**config.mk**
```make
export PLATFORM = sky130hd
export DESIGN_NAME = fib_term_buffer
export DESIGN_NICKNAME = d
export VERILOG_FILES = /design/src/rtl/fib_term_buffer.sv
export SDC_FILE = /design/constraint.sdc
export NUM_CORES = 1
export LEC_CHECK = 0
export ABC_AREA = 1
export ABC_CLOCK_PERIOD_IN_PS = 4080
export CAP_MARGIN = 10
export CORE_MARGIN = 4
export CORE_UTILIZATION = 50
export DETAILED_ROUTE_END_ITERATION = 10
export GPL_ROUTABILITY_DRIVEN = 0
export PLACE_DENSITY = 0.71
export SYNTH_ARGS = -nofsm -noshare
export SYNTH_HDL_FRONTEND = slang
export SYNTH_SLANG_ARGS = --single-unit
```
**constraint.sdc**
```tcl
create_clock -name clk -period 4.08 [get_ports clk]
set_input_delay 0.816 -clock clk [delete_from_list [all_inputs] [get_ports clk]]
set_output_delay 0.816 -clock clk [all_outputs]
set_load 0.005 [all_outputs]
```
**src/rtl/fib_term_buffer.sv**
```systemverilog
// fib_term_buffer: tags each generated Fibonacci term with a running index and
// a wrap flag, then queues it in a small FIFO behind a valid/ready handshake.
// Terms that arrive while the FIFO is full are dropped and counted.
// Optional macro FIB_CHECK_EN builds a sequence checker driving seq_err.
module fib_term_buffer #(
  parameter int unsigned DEPTH = 8,
  parameter int unsigned IDX_W = 16,
  parameter int unsigned LVL_W = 4
) (
  input  logic             clk,
  input  logic             rst,
  input  logic [31:0]      in_term,
  input  logic             in_valid,
  output logic             out_valid,
  input  logic             out_ready,
  output logic [31:0]      out_term,
  output logic [IDX_W-1:0] out_index,
  output logic             out_wrap,
  output logic             overflow,
  output logic [15:0]      drop_cnt,
  output logic [LVL_W-1:0] level,
  output logic             seq_err
);

  localparam int unsigned PTR_W = (DEPTH > 1) ? $clog2(DEPTH) : 1;

  typedef struct packed {
    logic [31:0]      term;
    logic [IDX_W-1:0] index;
    logic             wrap;
  } entry_t;

  entry_t             mem [DEPTH];
  logic [PTR_W-1:0]   wr_ptr;
  logic [PTR_W-1:0]   rd_ptr;
  logic [IDX_W-1:0]   idx_cnt;
  logic [31:0]        last_term;
  logic               first;

  logic               pop;
  logic               push;
  logic               drop;
  logic               full;
  logic               wrap_c;
  entry_t             new_ent;
  entry_t             head_n;
  logic [PTR_W-1:0]   rd_ptr_n;
  logic [LVL_W-1:0]   level_n;
  logic [LVL_W-1:0]   occ_after_pop;

  // Handshake decode, tag generation and next head selection.
  always_comb begin
    pop           = out_valid & out_ready;
    full          = (level == LVL_W'(DEPTH));
    push          = in_valid & (~full | pop);
    drop          = in_valid & full & ~pop;
    wrap_c        = ~first & (in_term < last_term);
    new_ent.term  = in_term;
    new_ent.index = idx_cnt;
    new_ent.wrap  = wrap_c;
    rd_ptr_n      = rd_ptr + PTR_W'(pop);
    occ_after_pop = level - LVL_W'(pop);
    level_n       = occ_after_pop + LVL_W'(push);
    // When the FIFO drains to nothing this cycle, the incoming entry becomes head.
    head_n        = (occ_after_pop == '0) ? new_ent : mem[rd_ptr_n];
  end

  // Storage array; entries are only read once written, so no reset needed.
  always_ff @(posedge clk) begin
    if (push) begin
      mem[wr_ptr] <= new_ent;
    end
  end

  // Pointers, occupancy, registered head and status counters.
  always_ff @(posedge clk) begin
    if (rst) begin
      wr_ptr    <= '0;
      rd_ptr    <= '0;
      level     <= '0;
      out_valid <= 1'b0;
      out_term  <= '0;
      out_index <= '0;
      out_wrap  <= 1'b0;
      idx_cnt   <= '0;
      last_term <= '0;
      first     <= 1'b1;
      overflow  <= 1'b0;
      drop_cnt  <= '0;
    end else begin
      if (push) begin
        wr_ptr <= wr_ptr + PTR_W'(1);
      end
      rd_ptr    <= rd_ptr_n;
      level     <= level_n;
      out_valid <= (level_n != '0);
      if (level_n != '0) begin
        out_term  <= head_n.term;
        out_index <= head_n.index;
        out_wrap  <= head_n.wrap;
      end
      if (in_valid) begin
        idx_cnt   <= idx_cnt + IDX_W'(1);
        last_term <= in_term;
        first     <= 1'b0;
        if (wrap_c) begin
          overflow <= 1'b1;
        end
      end
      if (drop && (drop_cnt != 16'hFFFF)) begin
        drop_cnt <= drop_cnt + 16'd1;
      end
    end
  end

`ifdef FIB_CHECK_EN
  logic [31:0] t1;
  logic [31:0] t2;
  logic [1:0]  seen;
  logic        seq_err_r;

  // Sticky check that every term from the third onward is the sum of the prior two.
  always_ff @(posedge clk) begin
    if (rst) begin
      t1        <= '0;
      t2        <= '0;
      seen      <= '0;
      seq_err_r <= 1'b0;
    end else if (in_valid) begin
      if ((seen == 2'd2) && (in_term != 32'(t1 + t2))) begin
        seq_err_r <= 1'b1;
      end
      t2 <= t1;
      t1 <= in_term;
      if (seen != 2'd2) begin
        seen <= seen + 2'd1;
      end
    end
  end

  assign seq_err = seq_err_r;
`else
  assign seq_err = 1'b0;
`endif

endmodule
```
Word-level counts from Yosys, hierarchy flattened:

Memory sizes are Yosys's and may differ from the RTL's.
Cells that the tools add are included.

* add/sub/neg operators: 6
* $lt $le $gt $ge: 1
* equality and inequality tests: 2
* mux-type cells: 3
* bitwise gates (word level): 9
* reductions and logical operators: 4

Operator list (number)
* 2-to-1 mux 49 bit: 1
* adder 16 x 1 -> 16 bit (second input constant): 2
* less-than comparator 32 bit: 1
* != test 16 bit (second input constant): 1
* bitwise AND 1 bit: 5
* adder 4 x 1 -> 4 bit: 1
* == test 4 bit (second input constant): 1
* zero test 4 bit: 1
* nonzero test 4 bit: 1
* subtractor 4 x 1 -> 4 bit: 1
* adder 3 x 1 -> 3 bit: 1
* adder 3 x 1 -> 3 bit (second input constant): 1
* inverter 1 bit: 3
* 2-to-1 mux 1 bit: 2
* AND reduction 2 bit: 1
* logical AND 1 bit: 1
* bitwise OR 1 bit: 1

* bits in registers: 126
* bits in writable memories: 392
* input port bits: 36
* output and inout port bits: 72
* logic and storage cells: 38
* memories: 1

Memories
* mem: depth 8, width 49, rd ports 1, clocked after memory_dff 0, wr ports 1, line 33 `entry_t mem [DEPTH];`

Longest topological paths before layout:

Gate-level depths: netlist of the first run.

* depth after elaboration: 6
* depth in mapped cells: 15
* depth with buffers taken out: 13

Worst setup path before layout of the first run:

No wires, ideal clock.

* kind: input to register
* start point: in in_valid
* end point: mem mem[1][0] in the netlist's numbering (enable)
* library setup time: 0.456 ns
* arrival time: 3.627 ns
* required time: 3.624 ns
* slack: -0.002 ns
* stages: 7
* path buffers: 1
* cells stage by stage: buf_2 -> inv_1 -> nor2_1 -> inv_1 -> nor2_1 -> inv_1 -> nor2_1

* cells in the longest elaborated chain, start to end: 3

RTL lines
* start, declared: line 13 `input logic in_valid,`
* bitwise AND 1 bit: line 55 `push = in_valid & (~full | pop);`
* 2-to-1 mux 1 bit: line 70 `if (push) begin`
* 2-to-1 mux 1 bit (not written as such): line 71 `mem[wr_ptr] <= new_ent;`
* end, declared: line 33

Every way passes these cells.

Worst setup path after layout of the first run:

* start point: in out_ready
* end point: reg out_term[30]

* cells in the longest elaborated chain, start to end: 5
* elaborated cells on any way between the ends: 10
* classes of those cells: 3 x add/sub; 1 x mux; 3 x bitwise; 2 x reduce/logical; 1 x memory

RTL lines
* start, declared: line 15 `input logic out_ready,`
* bitwise AND 1 bit *: line 53 `pop = out_valid & out_ready;`
* branches (longest 4 deep; another with subtractor 4 x 1 -> 4 bit)
* end signal, assigned: line 98 `out_term <= head_n.term;`
* end, declared: line 16 `output logic [31:0] out_term,`

Every way passes the cells marked *.
A chain may end at the register's enable or synchronous reset.

==> flow_metrics.py, run 1 <==
metrics = {
    "outcome": {
        "status": "finished, final reports clean",
    },
    "route": {
        "vias": 14700,
        "routed-wl-met2_mm": 25.1,
        "wl_per_cell_microns": 20.6,
        "viasPerCell": 5.86,
        "dr.pass1.iters": 7,
        "route.detailed.drc": 0,
        "wl_mm": 51.8,
        "routed.top_layer": "met4",
        "drt-met1-wl_mm": 21.1,
        "dr.first_iter.drc_count": 1356,
        "wl_met3_mm": 4.59,
        "ant_nets": 0,
    },
    "placed_design": {
        "numPortBuffers": 106,
        "dp_hpwl_mm": 27.4,
    },
    "setup_path": {
        "path_class": "primary input to register",
        "path_buf_inv": 4,
        "crit_top_cell": "ha_1",
        "crit_path_max_incr_delay_ns": 0.53,
        "crit_path_start_kind": "primary input",
        "required_ns": 4.54,
        "arrival_ns": 3.47,
        "cp_top_family": "buffers and inverters",
        "crit_chain": "clkdlybuf4s50_1, nand2_1, inv_1, ha_1, ha_1, inv_1, ha_1, xor2_1, nor3_1, nand2_2, buf_4, o21ai_1, nor2_1, nor2_1",
        "cpMaxStageDelayCell": "buf_4",
        "worstPathMaxFanout": 51,
        "cp-end-kind": "register",
    },
    "sta": {
        "skew_ns": 0.0179,
        "clock.fmax_mhz": 333,
        "hold_ws_ns": 0.452,
        "tightest_slew_ns": 0.855,
        "period_minus_slack_ns": 3.01,
        "fin_crit_sh_pct": 73.7,
        "slew_viol_final": 0,
        "rsz0062_at_grt": "false",
        "hold_viol": 0,
        "relSlewSlack_pct": 43.0,
        "setup_violations": 0,
    },
    "logic_synthesis": {
        "synth_cells": 1866,
        "synth_top_area_share_pct": 56.1,
        "synth_flop_cell": "edfxtp_1",
        "ys_seq_elements": 518,
        "yosys.area.top_type": "edfxtp_1",
        "synth_area_sq_um": 21000,
        "synth_warnings": 0,
        "synth.area.top_cells": "edfxtp_1, dfxtp_1, o21ai_0",
        "syn_avg_cell_area_sq_um": 11.3,
        "synthArstFlopShare_pct": 0,
        "synth-edff-count": 392,
        "syn-num-nets": 1942,
        "synthDistinctLibCells": 34,
        "yosysSeqAreaShare_pct": 68.1,
    },
    "floorplan": {
        "rows": 74,
        "die_h_microns": 213,
        "dieArea_sq_um": 45300,
        "die_x_microns": 213,
        "coreArea_sq_um": 41200,
        "start_util_pct": 51.0,
        "ioPinCount": 108,
    },
    "clock_tree": {
        "h-tree-depth": 2,
        "tritoncts": "yes",
        "clockBufferDepth": 3,
        "postCtsSetupBuffers": 0,
        "hold_buffers": 0,
        "numCtsBuffers": 51,
        "root_buffer": "clkbuf_16",
        "cts_num_sinks": 518,
        "path_clk_slew_ns": 0.06,
        "cts_resized": 0,
        "clock_latency_ns": 0.58,
    },
    "flow_run": {
        "drv_cap": 0,
    },
    "worst_hold_path": {
        "hold_path_class": "register to register",
    },
    "global_route": {
        "grt_start_max_net_pins": 197,
        "grt_pass1_vias": 14400,
        "grtUsageTotal_pct": 22.7,
        "grt_overflow": 0,
        "antenna_found_initial": 0,
        "grt_pass1_wl_mm": 80.5,
    },
    "final_layout": {
        "synthToLayoutAreaGrowth_pct": 16.3,
        "diodes": 0,
        "nets": 2018,
        "final_util_pct": 59.3,
        "layout-drive-gt1-share_pct": 6.45,
    },
    "power_and_ir_drop": {
        "power.leakage_nw": 8.44,
        "power_density_nw_per_um2": 654,
        "ir_worst_vdd_mv": 0.567,
    },
}
-- tightest hold or removal path: cells and delay by family, from the launching register on --
| family | cells | cell delay, ns |
|---|---|---|
| DFF | 1 | 0.31 |
| and+or+nand+nor | 2 | 0.10 |
-- cell families after synthesis --
group	share of synthesized area (%)
flops	68.1
fa+ha+maj	2.38
other cells	0.0179
simple gates	10.9
compound gates	13.8
xor+xnor	0.417
buf+inv	4.40
-- flip-flops by register name, summed over array words and instances (netlist names) --
signal	cells
out_wrap	1
first	1
out_valid	1
drop_cnt	16
out_term	32
overflow	1
mem	392
last_term	32
idx_cnt	16
wr_ptr	3
rd_ptr	3
level	4
out_index	16
-- cell usage after synthesis (2+ instances only) --
library cell	number
ha_1	40
o221ai_1	95
edfxtp_1	392
nand3_1	68
nand2_1	117
dfxtp_1	126
o22ai_1	2
inv_2	2
nor3_1	18
a211oi_1	2
inv_1	104
buf_6	2
o211ai_1	2
nand3b_1	2
clkinv_1	2
nor2_1	343
a21oi_1	74
nor4_1	4
xor2_1	7
o21ai_0	304
clkbuf_1	80
o21ai_1	25
buf_2	28
xnor2_1	3
buf_4	6
nand4_1	10
-- metrics by stage --
stage	instance area, sq um	instances	power [mW]	setup TNS, ns	setup WS (ns)
after floorplan	21000	1866	9.60	-0.476	-0.00243
after global placement	22700	2421	11.3	0	0.561
after detailed placement	22700	2421	11.5	0	0.493
after CTS	24400	2516	16.0	0	1.10
after global routing	24400	2516	16.9	0	0.827
final	24400	2516	16.0	0	1.07
-- final cells by class --
cell class / instances / area, sq um
Tap cell: 532 / 666
Clock inverter: 11 / 60.1
Fill cell: 3218 / 16800
Multi-Input combinational cell: 1122 / 5870
Inverter: 109 / 414
Timing Repair Buffer: 140 / 1500
Sequential cell: 518 / 14300
Clock buffer: 84 / 1620
-- layer usage --
metal,vias up,GRT usage [%]
li1,6866,-
met1,7150,31.5
met2,639,37.6
met3,79,3.61
met4,0,5.93
met5,-,0
-- worst paths after layout --
kind                                 from      endpoint  slack (ns)  cells after the start
worst max register to register  out_valid  out_term[30]        1.40                     13
worst min register to register      first         first        0.45                      2
worst min-delay path                first         first        0.45                      2
worst max-delay path            out_ready  out_term[30]        1.07                     14
-- report_power, final --
part / internal, mW / switching, mW
combinational: 1.68 / 3.37
sequential: 6.12 / 0.201
clock: 2.70 / 1.90
total: 10.5 / 5.47
-- cell usage in the layout (no fill, tap or decap), types with 4 or more instances in the layout --
master	n
nor3_1	18
clkbuf_8	13
buf_4	19
ha_1	38
o21ai_1	25
o221ai_1	95
clkbuf_16	55
xor2_1	7
nand2_1	117
edfxtp_1	392
nand4_1	10
inv_2	4
clkinv_1	4
clkbuf_1	16
clkdlybuf4s50_1	106
nor2_4	8
inv_1	103
a21oi_1	74
dfxtp_1	126
buf_12	15
o21ai_0	304
nor4_1	4
nand3_1	67
clkinv_2	5
nor2_1	335
Note: power is estimated with default switching activity, not from simulation.
==> run 2: changes to the inputs <==
ABC_CLOCK_PERIOD_IN_PS = 2800   (was 4080)
PLACE_DENSITY = 0.68   (was 0.71)
clock period = 2.8 ns   (was 4.08 ns; I/O delays follow)
==> run 2 against run 1 <==
Against the previous run:
- setup slack got worse by 0.74 ns
- combinational power is 69% higher
- core utilization up 2.9 points
- sequential cell count is the same
- clock skew rose by 0.0029 ns
- largest cell class unchanged
- highest routed layer unchanged
==> flow_metrics.py, run 2 (synthesized netlist as in run 1, its figures left out) <==
metrics = {
    "setup_path": {
        "arrival_ns": 2.95,
        "reg2regPathDepth": 12,
        "path_class": "primary input to register",
        "crit_start": "out_ready",
        "worstPathMaxFanout": 51,
        "crit_chain": "clkdlybuf4s50_1, nand2_1, inv_1, ha_1, ha_1, inv_1, ha_1, xor2_1, nor3_1, nand2_2, buf_12, o21ai_0, nor2_1",
        "required_ns": 3.28,
        "rrSetupSlack_ns": 0.39,
        "crit_path_max_incr_delay_ns": 0.40,
        "crit_top_cell": "ha_1",
        "crit_path_start_kind": "primary input",
        "r2r-start": "out_valid",
        "r2r-end": "out_term[9]",
        "endpoint": "out_term[9]",
        "cp-end-kind": "register",
        "cpMaxStageDelayCell": "clkdlybuf4s50_1",
    },
    "clock_tree": {
        "h-tree-depth": 2,
        "clockBufferDepth": 3,
        "tritoncts": "yes",
        "cts_num_sinks": 518,
        "cts_resized": 0,
        "numCtsBuffers": 51,
        "clock_latency_ns": 0.60,
        "path_clk_slew_ns": 0.06,
        "root_buffer": "clkbuf_16",
        "hold_buffers": 0,
        "postCtsSetupBuffers": 0,
    },
    "sta": {
        "period_minus_slack_ns": 2.46,
        "relSlewSlack_pct": 59.7,
        "tightest_slew_ns": 0.604,
        "clock.fmax_mhz": 406,
        "hold_viol": 0,
        "slew_viol_final": 0,
        "setup_violations": 0,
        "fin_crit_sh_pct": 88.0,
        "hold_ws_ns": 0.460,
        "rsz0062_at_grt": "false",
        "skew_ns": 0.0207,
    },
    "route": {
        "viasPerCell": 5.76,
        "ant_nets": 0,
        "dr.first_iter.drc_count": 1528,
        "vias": 15100,
        "wl_per_cell_microns": 20.5,
        "route.detailed.drc": 0,
        "dr.pass1.iters": 5,
        "wl_mm": 53.5,
    },
    "flow_run": {
        "drv_cap": 0,
    },
    "global_route": {
        "antenna_found_initial": 0,
        "grtUsageTotal_pct": 23.4,
        "grt_pass1_wl_mm": 82.5,
        "grt_pass1_vias": 14800,
        "grt_start_max_net_pins": 56,
        "grt_overflow": 0,
    },
    "final_layout": {
        "final_util_pct": 62.2,
        "largestRegisters": "mem x392, last_term x32, out_term x32",
        "diodes": 0,
        "largest-register": "mem",
        "final_common_cell": "edfxtp_1",
        "layout-drive-gt1-share_pct": 10.9,
        "largest_reg_flops": 392,
        "design_area_sq_um": 25600,
        "nets": 2116,
        "synthToLayoutAreaGrowth_pct": 22.0,
        "fin_cells": 2614,
        "layout_common_cells": "edfxtp_1, nor2_1, o21ai_0",
    },
    "placed_design": {
        "place_area_sq_um": 23900,
        "numPortBuffers": 106,
        "dp_hpwl_mm": 32.3,
        "placed_cells": 2519,
    },
    "floorplan": {
        "start_util_pct": 51.0,
        "die_x_microns": 213,
        "coreArea_sq_um": 41200,
        "rows": 74,
        "dieArea_sq_um": 45300,
        "ioPinCount": 108,
        "die_h_microns": 213,
    },
    "worst_hold_path": {
        "hold_path_class": "register to register",
        "hp-start": "last_term[19]",
        "hold_depth": 2,
    },
    "power_and_ir_drop": {
        "power_density_nw_per_um2": 971,
        "power.leakage_nw": 9.05,
        "ir_worst_vdd_mv": 0.812,
        "power_mw": 24.9,
    },
    "outcome": {
        "status": "finished, final reports clean",
    },
}
==> run 2: cell type report <==
cell class	instances	area [sq um]
multi-input cells	1122	5870
clock buffers	63	1360
flip-flops and latches	518	14300
well taps	532	666
fillers	3119	15600
clock inverters	32	385
repair buffers	238	2620
inverters	109	414
==> run 2: through the flow <==
| stage | worst slack (ns) | setup TNS, ns |
|---|---|---|
| floorplan | -0.235 | -46.11 |
| global placement | -0.126 | -4.23 |
| detailed placement | -0.276 | -9.66 |
| CTS | 0.352 | 0 |
| global route | 0.171 | 0 |
| finish | 0.335 | 0 |
==> run 2: how the worst min path moves through the flow <==
stage | slack [ns] | end
detailed placement | 0.45 | last_term[21]
global route | 0.48 | last_term[18]
global placement | 0.43 | first
CTS | 0.46 | last_term[21]
floorplan | 0.42 | first
finish | 0.46 | last_term[19]
==> run 2: worst max-delay path, delay by kind of cell <==
| family | cells | cell delay (ns) |
|---|---|---|
| fa+ha+maj | 3 | 0.71 |
| xor+xnor | 1 | 0.18 |
| buf+inv | 4 | 0.75 |
| simple gates | 4 | 0.49 |
| compound gates | 1 | 0.24 |
==> run 2: metal layers <==
layer | share of wire (%) | GRT usage (%)
met1 | 43 | 32.4
met2 | 48 | 38.9
met3 | 6.9 | 3.88
met4 | 1.8 | 6.02
met5 | 0 | 0
==> run 2: power breakdown <==
part / switching, mW / internal (mW) / leakage, nW
clock: 2.87 / 4.28 / 0.852
sequential: 0.291 / 8.91 / 4.64
combinational: 5.21 / 3.31 / 3.56
total: 8.37 / 16.5 / 9.05
==> RTL edit: new RTL, flow settings as in run 1 <==
Change the parameter `IDX_W` from 16 to 14.
--- a/src/rtl/fib_term_buffer.sv
+++ b/src/rtl/fib_term_buffer.sv
@@ -4,7 +4,7 @@
 // Optional macro FIB_CHECK_EN builds a sequence checker driving seq_err.
 module fib_term_buffer #(
   parameter int unsigned DEPTH = 8,
-  parameter int unsigned IDX_W = 16,
+  parameter int unsigned IDX_W = 14,
   parameter int unsigned LVL_W = 4
 ) (
   input  logic             clk,
Interface: changed (resized out_index); port bits go from 108 to 106. No check against the original RTL was run, so the function may have changed too.
==> RTL edit against run 1 <==
- critical path depth shrank 1
- clock skew grew 6.1 ps
- total power shrank 2.0%
- setup slack gained 47 ps
- sequential cell count shrank 20
- synthesized area shrank 3.4%
- synthesized cell count shrank 3.7%
- final area shrank 3.4%
- wire length shrank 3.7%
==> RTL edit: results (changes against run 1) <==
Run status
  • Outcome: complete, no violations

Routing
  • Total wire length: 49900 microns (-3.7%)
  • Average via count per standard cell: 5.82 (-0.56%)
  • First-pass detailed-route iteration total: 5 (-2)
  • Number of DRC markers in iteration 0: 1177 (-13%)

Min path
  • Hold WC Path Type: reg2reg

Critical path
  • Slowest cell on the critical path: sky130_fd_sc_hd__clkdlybuf4s50_1
  • Max stage delay on crit path: 460 ps (-70 ps)
  • Arrival time of the worst setup path: 3450 ps (-20 ps)
  • Maximum net fanout on the critical path: 26 (-49%)

Layout
  • Nets: 1946 (-3.6%)
  • Share of final-layout standard cells stronger than drive strength 1: 6.28% (-0.17 points)
  • Filler Cell Count: 3088 (-4.0%)
  • Ant. Diodes: 0 (unchanged)
  • Biggest registers after layout: mem (376), last_term (32), out_term (32)
  • Number of non-filler instances in the completed layout: 2436 (-3.2%)

Global route
  • First-pass GRT wire length: 77900 microns (-3.3%)
  • Pin count of the biggest net entering global routing: 189 (-4.1%)
  • Via count of the first global-routing pass: 14200 (-1.5%)
  • All-layer global routing usage: 22.1% (-0.52 points)
  • Number of antenna violations at the first check in global routing: 1 (+1)

Synth
  • Number of library cell types mapped by synthesis: 35 (+2.9%)
  • Number of instances in the synthesized netlist: 1797 (-3.7%)
  • Number of flops mapped to enable cells by yosys: 376 (-4.1%)
  • Sequential area share after synthesis: 67.7% (-0.38 points)
  • Ranking of synthesized cells by instance count: sky130_fd_sc_hd__edfxtp_1, sky130_fd_sc_hd__nor2_1, sky130_fd_sc_hd__o21ai_0, sky130_fd_sc_hd__dfxtp_1, sky130_fd_sc_hd__nand2_1
  • Cells taking the most area after synthesis: sky130_fd_sc_hd__edfxtp_1, sky130_fd_sc_hd__dfxtp_1, sky130_fd_sc_hd__o21ai_0

Timing
  • Largest clock skew in the final design: 24.0 ps (+6.10 ps)
  • Headroom to the max-slew limit: 48.3% (+5.3 points)
  • Hold Violations, Final: 0 (unchanged)

Clock network
  • Root Buffer Master: sky130_fd_sc_hd__clkbuf_16
  • Clock latency reported for the late side of the worst-skew pair: 570 ps
  • Number of buffers created by CTS: 49 (-3.9%)
  • Number of buffers on the longest clock path: 3 (unchanged)
  • Buffers inserted during post-CTS setup optimization: 0 (unchanged)

Placement
  • Post-DP HPWL: 26300 microns (-4.2%)
  • Setup Slack @ Placement: 542 ps (+49.0 ps)
  • Number of cells in the design after placement: 2344 (-3.2%)
  • Input/output buffers: 104 (-1.9%)

Pwr
  • Leakage power summed over all cells: 8.15 nW (-3.4%)
  • Worst-case vdd ir drop: 0.000814 V (+44%)
  • Net Switching: 5.36 mW (-2.0%)
[RTL edit: cell count changes after synthesis, sizes merged, moves of 3 or more]
| cell | delta |
|---|---|
| edfxtp | -16 |
| nor2 | -17 |
| o221ai | -3 |
| nand3 | -4 |
| buf | +5 |
| o21ai | -16 |
| xor2 | -3 |
| clkbuf | -9 |
| a21oi | -4 |
| nor3b | +3 |
| dfxtp | -4 |
| a31oi | +3 |
[RTL edit: final timing paths]
kind | startpoint | end | slack, ps | cells past startpoint
worst min-delay path | first | first | 460 | 2
worst min register to register | first | first | 460 | 2
worst max-delay path | out_ready | out_term[28] | 1120 | 13
worst max register to register | out_valid | out_term[28] | 1370 | 12
[RTL edit: power groups by stage]
stage	Combinational, mW	Sequential (mW)	Clock (mW)
2_1_floorplan	3.24	6.15	0
3_3_place_gp	4.80	6.17	0
6_report	4.98	6.08	4.60
3_5_place_dp	4.94	6.18	0
4_1_cts	4.98	6.08	4.68
5_1_grt	5.50	6.11	4.90
[RTL edit: metal layers]
layer,wire length (microns),global-route usage (%),vias up
li1,-,-,6616
met1,20900,29.6,6954
met5,8,0,-
met2,24600,37.6,523
met3,3390,3.72,91
met4,974,6.39,2
[RTL edit: logic make-up after synthesis]
family | share of synthesized area (%)
AND/OR/NAND/NOR | 10.9
buffers and inverters | 4.85
other | 0.0185
adder cells (fa/ha/maj) | 2.47
AO/OA/AOI/OAI | 13.8
XOR/XNOR | 0.216
flip-flops | 67.7
[RTL edit: worst max-delay path: cells and delay by family]
| family | cells | cell delay, ps |
|---|---|---|
| adder cells (fa/ha/maj) | 2 | 430 |
| AO/OA/AOI/OAI | 2 | 390 |
| buffers and inverters | 4 | 1370 |
| AND/OR/NAND/NOR | 5 | 440 |
[RTL edit: area by class of cell]
class	instances	area [sq um]	area share, %
multi-input cells	1080	5660	24.0
repair buffers	135	1500	6.35
well taps	525	657	2.78
clock buffers	76	1450	6.14
clock inverters	16	204	0.864
inverters	106	400	1.70
flip-flops and latches	498	13700	58.2
[RTL edit: through the flow]
stage / cell area [sq um] / power, mW / utilization (%) / hold WS (ps)
final: 23600 / 15.7 / 59.1 / 458
after global routing: 23600 / 16.5 / 59.1 / 487
after CTS: 23600 / 15.7 / 59.1 / 460
after detailed placement: 21900 / 11.1 / 55.0 / 446
after global placement: 21900 / 11.0 / 55.0 / 434
after floorplan: 20300 / 9.39 / - / 420
